File: src/rtl/mult_div_unit.sv
// Iterative multiply/divide unit: shift-add multiply, restoring divide, HI/LO result registers.
// Latency: Start at edge N -> HI/LO loaded and Done=1 after edge N+WIDTH+1; Start is ignored while Busy.
module mult_div_unit #(
    parameter int WIDTH = 32,
    parameter int CNT_W = 6
) (
    input  logic             CLK,
    input  logic             RST,
    input  logic [WIDTH-1:0] SrcA,
    input  logic [WIDTH-1:0] SrcB,
    input  logic [1:0]       Op,
    input  logic             Start,
    input  logic             HI_WE,
    input  logic             LO_WE,
    input  logic [WIDTH-1:0] WD,
    output logic             Busy,
    output logic             Done,
    output logic [WIDTH-1:0] HI,
    output logic [WIDTH-1:0] LO
);

    typedef enum logic [1:0] {S_IDLE, S_RUN, S_FIN} state_t;

    state_t               state_q, state_d;
    logic [CNT_W-1:0]     cnt_q, cnt_d;
    logic                 is_div_q, is_div_d;
    logic                 neg_a_q, neg_a_d;
    logic                 neg_b_q, neg_b_d;
    logic [WIDTH-1:0]     a_q, a_d;
    logic [WIDTH-1:0]     b_q, b_d;
    logic [2*WIDTH-1:0]   acc_q, acc_d;
    logic [WIDTH-1:0]     hi_q, hi_d;
    logic [WIDTH-1:0]     lo_q, lo_d;
    logic                 done_q, done_d;

    logic [WIDTH-1:0]     src_a_mag, src_b_mag;
    logic [WIDTH:0]       mul_sum, div_shift;
    logic [WIDTH-1:0]     div_rem, quo, rem;
    logic                 div_ge;
    logic [2*WIDTH-1:0]   prod;

    always_comb begin
        src_a_mag = (Op[0] && SrcA[WIDTH-1]) ? -SrcA : SrcA;
        src_b_mag = (Op[0] && SrcB[WIDTH-1]) ? -SrcB : SrcB;

        // Multiply: acc = {partial product, remaining multiplier bits}
        mul_sum   = {1'b0, acc_q[2*WIDTH-1:WIDTH]} + (acc_q[0] ? {1'b0, a_q} : '0);

        // Divide: acc = {partial remainder, dividend bits shifting into quotient}
        div_shift = acc_q[2*WIDTH-1:WIDTH-1];
        div_ge    = div_shift >= {1'b0, b_q};
        div_rem   = div_ge ? (div_shift[WIDTH-1:0] - b_q) : div_shift[WIDTH-1:0];

        prod = (neg_a_q ^ neg_b_q) ? -acc_q : acc_q;
        quo  = (neg_a_q ^ neg_b_q) ? -acc_q[WIDTH-1:0] : acc_q[WIDTH-1:0];
        rem  = neg_a_q ? -acc_q[2*WIDTH-1:WIDTH] : acc_q[2*WIDTH-1:WIDTH];
    end

    always_comb begin
        state_d  = state_q;
        cnt_d    = cnt_q;
        is_div_d = is_div_q;
        neg_a_d  = neg_a_q;
        neg_b_d  = neg_b_q;
        a_d      = a_q;
        b_d      = b_q;
        acc_d    = acc_q;
        hi_d     = hi_q;
        lo_d     = lo_q;
        done_d   = 1'b0;

        case (state_q)
            S_IDLE: begin
                if (Start) begin
                    is_div_d = Op[1];
                    neg_a_d  = Op[0] & SrcA[WIDTH-1];
                    neg_b_d  = Op[0] & SrcB[WIDTH-1];
                    a_d      = src_a_mag;
                    b_d      = src_b_mag;
                    acc_d    = Op[1] ? {{WIDTH{1'b0}}, src_a_mag} : {{WIDTH{1'b0}}, src_b_mag};
                    cnt_d    = '0;
                    state_d  = S_RUN;
                end else begin
                    if (HI_WE) hi_d = WD;
                    if (LO_WE) lo_d = WD;
                end
            end
            S_RUN: begin
                acc_d = is_div_q ? {div_rem, acc_q[WIDTH-2:0], div_ge}
                                 : {mul_sum, acc_q[WIDTH-1:1]};
                cnt_d = cnt_q + 1'b1;
                if (cnt_q == CNT_W'(WIDTH-1)) state_d = S_FIN;
            end
            S_FIN: begin
                if (!is_div_q) begin
                    {hi_d, lo_d} = prod;
                end else if (b_q == '0) begin
                    // Divide by zero returns the original dividend in HI
                    lo_d = '1;
                    hi_d = neg_a_q ? -a_q : a_q;
                end else begin
                    lo_d = quo;
                    hi_d = rem;
                end
                done_d  = 1'b1;
                state_d = S_IDLE;
            end
            default: state_d = S_IDLE;
        endcase
    end

    always_ff @(posedge CLK) begin
        if (RST) begin
            state_q  <= S_IDLE;
            cnt_q    <= '0;
            is_div_q <= 1'b0;
            neg_a_q  <= 1'b0;
            neg_b_q  <= 1'b0;
            a_q      <= '0;
            b_q      <= '0;
            acc_q    <= '0;
            hi_q     <= '0;
            lo_q     <= '0;
            done_q   <= 1'b0;
        end else begin
            state_q  <= state_d;
            cnt_q    <= cnt_d;
            is_div_q <= is_div_d;
            neg_a_q  <= neg_a_d;
            neg_b_q  <= neg_b_d;
            a_q      <= a_d;
            b_q      <= b_d;
            acc_q    <= acc_d;
            hi_q     <= hi_d;
            lo_q     <= lo_d;
            done_q   <= done_d;
        end
    end

    assign Busy = (state_q != S_IDLE);
    assign Done = done_q;
    assign HI   = hi_q;
    assign LO   = lo_q;

endmodule
File: config.mk
export PLATFORM = sky130hd
export DESIGN_NAME = mult_div_unit
export DESIGN_NICKNAME = d
export VERILOG_FILES = /design/src/rtl/mult_div_unit.sv
export SDC_FILE = /design/constraint.sdc
export NUM_CORES = 1
export LEC_CHECK = 0
export BUFFER_PORTS_ARGS = -buffer_cell sky130_fd_sc_hd__buf_4
export CORE_MARGIN = 1
export CORE_UTILIZATION = 50
export DETAILED_ROUTE_END_ITERATION = 7
export PLACE_DENSITY = 0.78
export SYNTH_ARGS = -nofsm -noshare
export SYNTH_HDL_FRONTEND = slang
export SYNTH_SLANG_ARGS = --single-unit
File: constraint.sdc
create_clock -name CLK -period 3 [get_ports CLK]
set_clock_uncertainty 0.1 [all_clocks]
set_input_delay 0.3 -clock CLK [delete_from_list [all_inputs] [get_ports CLK]]
set_output_delay 0.3 -clock CLK [all_outputs]
set_load 0.02 [all_outputs]
### Yosys cells after proc, flatten, opt, wreduce, memory -nomap -nowiden

Index checks and enable logic that the tools add are counted.

* bits of input ports: 103
* logic and storage cells: 72
* output and inout port bits: 66
* register bits: 204

* $lt $le $gt $ge: 1
* add/subtract/negate cells: 9
* multiplexer cells: 28
* reduce and logical (&&, ||, !) cells: 12
* equality and inequality tests: 8
* bitwise operators: 3

Operators with widths (number)
* $mux 32: 16
* $mux 64: 3
* $neg 32->32: 5
* $pmux 32 s2: 2
* $pmux 64 s2: 1
* $neg 64->64: 1
* $add 32x32->33: 1
* $ge 33x32->1: 1
* $logic_not 32->1: 1
* $sub 32x32->32: 1
* $pmux 6 s2: 1
* $ne 2x2->1 const B: 5
* $add 6x1->6 const B: 1
* $eq 6x5->1 const B: 1
* $mux 6: 1
* $reduce_and 2->1: 3
* $reduce_and 3->1: 2
* $reduce_bool 2->1: 3
* $mux 2: 2
* $pmux 2 s2: 1
* $and 1x1->1: 2
* $eq 2x1->1 const B: 1
* $eq 2x2->1 const B: 1
* $logic_and 1x1->1: 2
* other kinds (3): 3

### Logic depth before layout (Yosys ltp)

* depth after elaboration: 5
* gate-level depth with buffers: 15
* gate-level depth less buffers: 14

### Worst setup path before layout

Ideal clock, no wire load.

* path type: flip-flop to flip-flop
* start: register acc_q[0]
* end: register acc_q[63]
* period minus slack after synthesis: 3.154 ns
* path slack: -0.154 ns
* cell stages (with the launch flop): 14
* buffers on the path: 2
* arrival time: 2.921 ns
* library setup time: 0.133 ns
* data required time: 2.767 ns
* cells stage by stage: dfxtp_1 clkbuf_1 clkbuf_1 and2_1 ha_1 nor2b_1 o31a_1 o31ai_1 a31oi_1 o21ai_0 a21oi_1 or3b_2 a21boi_0 a311oi_1

* word-level cells in the longest chain between the ends: 4

Ends and longest elaborated chain
* from (decl): line 31 `logic [2*WIDTH-1:0] acc_q, acc_d;`
* from (signal assigned): line 121 `acc_q <= '0;`
* from (signal assigned): line 133 `acc_q <= acc_d;`
* $mux 32: line 47 `mul_sum = {1'b0, acc_q[2*WIDTH-1:WIDTH]} + (acc_q[0] ? {1'b0, a_q} : '0);`
* $add 32x32->33: line 47
* $mux 64: line 89 `acc_d = is_div_q ? {div_rem, acc_q[WIDTH-2:0], div_ge}`
* $pmux 64 s2: line 72 `case (state_q)`

Every way passes these cells.
A chain may end at the register's enable or synchronous reset.

### Final worst setup path

Same ends and word-level chain as after synthesis.

==> results.md <==
* Status: completed
* Skew-Pair Late Insertion Delay at approximately 0.54 ns
* CP Launch Type: flip-flop
* Hold path depth at 3
* Hold Path Class: in2reg
* H-tree levels at 1
* Initial Utilization at 50.9%
* Crit Path Category: reg2reg
* Min-Delay Endpoint: HI[25]
* Mapped Area at approximately 18,000 sq um
* Synthesized flop and latch total at 204
* Global-route wire length before repair at around 110 mm
* Clk pin slew, worst setup/hold paths at roughly 0.06 ns
* Post-DP HPWL at roughly 60 mm
* Worst IR Drop VDD at approximately 0.00042 V
* Final setup vio count at 0
* P_leak at approximately 0.0096 uW
* Crit. End Element: flip-flop
* CTS Buf Count at 24
* Post-layout net count at just under 3,000
* Core Box Area at approximately 35,000 sq um
* Footprint of the multi-input gates at ~13,000 sq um
* RSZ-0062 raised after global routing: true
* Placed Cells incl. Taps at 3,133
* Post-synthesis instance total at 2,373
* GPL Wtd Cong at roughly 1.1
* DRC violations left at 0
* Ports at 169
* Die height at approximately 190 um
* Fraction of synthesized cell area in xor and xnor cells at 10.3%
* Clock Sinks at 204
* # port buffers at 168
* Layout cells sized above 1 at around 26%
* Flop-to-flop setup slack at approximately 0.027 ns
* Distinct cell type count after synthesis at 89
* Cell Pwr Density at approximately 410 nW/um^2
* Initial DRC Count at 2,665
* Hold Startpoint: WD[25]
* Asr flop ratio synth at 0%
* Main combinational cell family by area after synthesis: compound AO/OA/AOI/OAI gates
* Compound-Gate Fraction of Synth Area at around 28%
* Fmax at 336 MHz
* Reg area at just over 4000 sq um
* Worst slew pin tran at about 0.8 ns
* Post-Syn Nets at roughly 2,500
* Seq/Total Area, Yosys at a little under a quarter
* GRT Resource Usage Total at 39.9%
* Max Cap Viol at 0
* Mux cell area share after synthesis at around 4.2%
* Syn avg cell area at between 7 and 8 sq um
* Drt total wl at around 74 mm
* Synth Area in Adders at ~5.2%
* Vias per cell at 6.38
* Number of flops mapped to enable cells by yosys at 0
* Synth-to-Final Area Change at 29.6%
* Routed Antenna Nets at 0
* Crit path DAT at roughly 3.3 ns
* Clock root buffer master: clkbuf_16
* Final-report hold violation count at 0
* TritonCTS clock tree: done
* Avg WL per Cell at 23.2 um
* Die Span X at between 150 and 200 um
* Total number of vias at ~20,000
* Worst R2R End: acc_q[63]
* Die area at around 36,000 sq um
* Synthesis Warnings at 0
* Fillers at 3,031
* Total gr overflow at 0
* CP max FO at 5
* Slew headroom at a little under half
* Final period utilization at between 90 and 100%
* Min Tclk post-route at slightly below 3 ns
* DRT Pass-1 Iters at 6
* Simple-gate share of the synthesized area at a little under a quarter
* Worst R2R Path Depth at 14
* CP required at roughly 3.3 ns
* Fin. max-slew vios at 0
* Max clock buf depth at 3
* Reg2reg start: acc_q[0]
* Row cnt at 68
* Vias in the first global route at 19,100
* Initial antenna violation count at 2
* Final Non-Filler Cells at roughly 3,200
* WHS at 0.0126 ns
* Ys flop type: dfxtp_1
* Largest net degree at the start of global routing at about 90
==> report_power, final <==
| group | total [uW] | leakage [uW] | internal (uW) | switching, uW |
|---|---|---|---|---|
| Clock | 3050 | 0.000399 | 1820 | 1230 |
| Combinational | 3160 | 0.00748 | 1310 | 1840 |
| Sequential | 3100 | 0.00168 | 2890 | 205 |
| Total | 9300 | 0.00956 | 6020 | 3280 |
==> synth_stat cells (54+ instances only) <==
library cell / instances / area (sq um)
nor2_1: 221 / 830
a211oi_1: 112 / 841
dfxtp_1: 204 / 4080
mux2i_1: 54 / 541
clkbuf_1: 158 / 593
inv_1: 71 / 267
a21oi_1: 193 / 966
nand2_1: 247 / 927
o21ai_0: 113 / 566
xnor2_1: 115 / 1010
ha_1: 70 / 876
xor2_1: 91 / 797
==> how the worst max path moves through the flow <==
stage                     depth (start not counted)       from  slack (ns)        end
after floorplan                                  13   acc_q[0]      -0.004  acc_q[63]
after global placement                           10  acc_q[43]       -0.19     HI[21]
after detailed placement                         10  acc_q[43]       -0.22     HI[21]
after CTS                                        14   acc_q[0]       -0.02  acc_q[63]
after global routing                             14   acc_q[0]       -0.09  acc_q[63]
final                                            14   acc_q[0]        0.03  acc_q[63]
==> flip-flops by register name (all words and copies together) (netlist names) <==
name      count
neg_b_q       1
acc_q        64
neg_a_q       1
state_q       2
a_q          32
b_q          32
Done          1
LO           32
is_div_q      1
HI           32
cnt_q         6
==> area by class of cell <==
cell class                 count  share of cell area, %
tap                          455                   2.50
inverter                      73                   1.22
clock buffer                  35                   3.13
clock inverter                 8                  0.423
sequential                   204                   18.0
multi-input combinational   1908                   57.4
antenna                        1                 0.0110
timing repair buffer         508                   17.4
==> repair_timing <==
item	4_1_cts	5_1_grt
endpoints found under the setup margin	34	52
buffers inserted	3	6
gates resized for setup	20	106
hold endpoints to repair	7	0
pin swaps	6	38
hold buffers	7	0
==> metrics by stage <==
step / utilization (%) / cell area (sq um) / setup TNS (ns) / setup slack, ns / total power [uW]
3_5_place_dp: 61.8 / 21300 / -1.55 / -0.216 / 6060
6_report: 66.0 / 22800 / 0 / 0.0268 / 9300
5_1_grt: 66.0 / 22800 / -0.405 / -0.0902 / 9620
4_1_cts: 64.6 / 22300 / -0.0198 / -0.0198 / 9100
3_3_place_gp: 61.8 / 21300 / -0.999 / -0.191 / 6020
2_1_floorplan: - / 17700 / -0.00442 / -0.00442 / 4730
==> layer usage <==
metal  vias to the layer above  wire length, um  global-route usage (%)
met5                         -               81                       0
met4                         2             3600                    17.8
met3                       224             7590                    8.06
met2                      1121            32900                    62.3
met1                      9661            30000                    53.1
li1                       9362                -                       -
==> cell usage in the layout, fill, tap and decap left out, types with 41 or more instances in the layout <==
| cell | count |
|---|---|
| a211oi_1 | 106 |
| ha_1 | 62 |
| o21ai_0 | 99 |
| dfxtp_1 | 189 |
| inv_1 | 65 |
| and2_1 | 50 |
| nor2_1 | 216 |
| mux2i_1 | 54 |
| nand3_1 | 41 |
| xnor2_1 | 111 |
| nand2_1 | 246 |
| nor3_1 | 46 |
| buf_4 | 489 |
| a21oi_1 | 182 |
| xor2_1 | 88 |
==> critical path: stages, from the launching register on <==
cell and delay [ns]:
dfxtp_2 0.35, inv_2 0.09, nor2_2 0.06, ha_4 0.16, inv_2 0.06, fa_2 0.21, nor2b_2 0.05, o31a_1 0.32
o31ai_4 0.34, a31oi_2 0.16, o21ai_2 0.21, a21oi_2 0.09, or3b_2 0.47, a21boi_1 0.13, a311oi_1 0.05
==> cells by family (layout without fill, tap and decap cells) <==
group / after synthesis / count (layout)
simple gates: 826 / 826
compound gates: 739 / 739
buf+inv: 261 / 624
xor+xnor: 206 / 206
flops: 204 / 204
fa+ha+maj: 72 / 72
mux: 65 / 65
other cells: 0 / 1
Power figures use the tool's default switching activity.
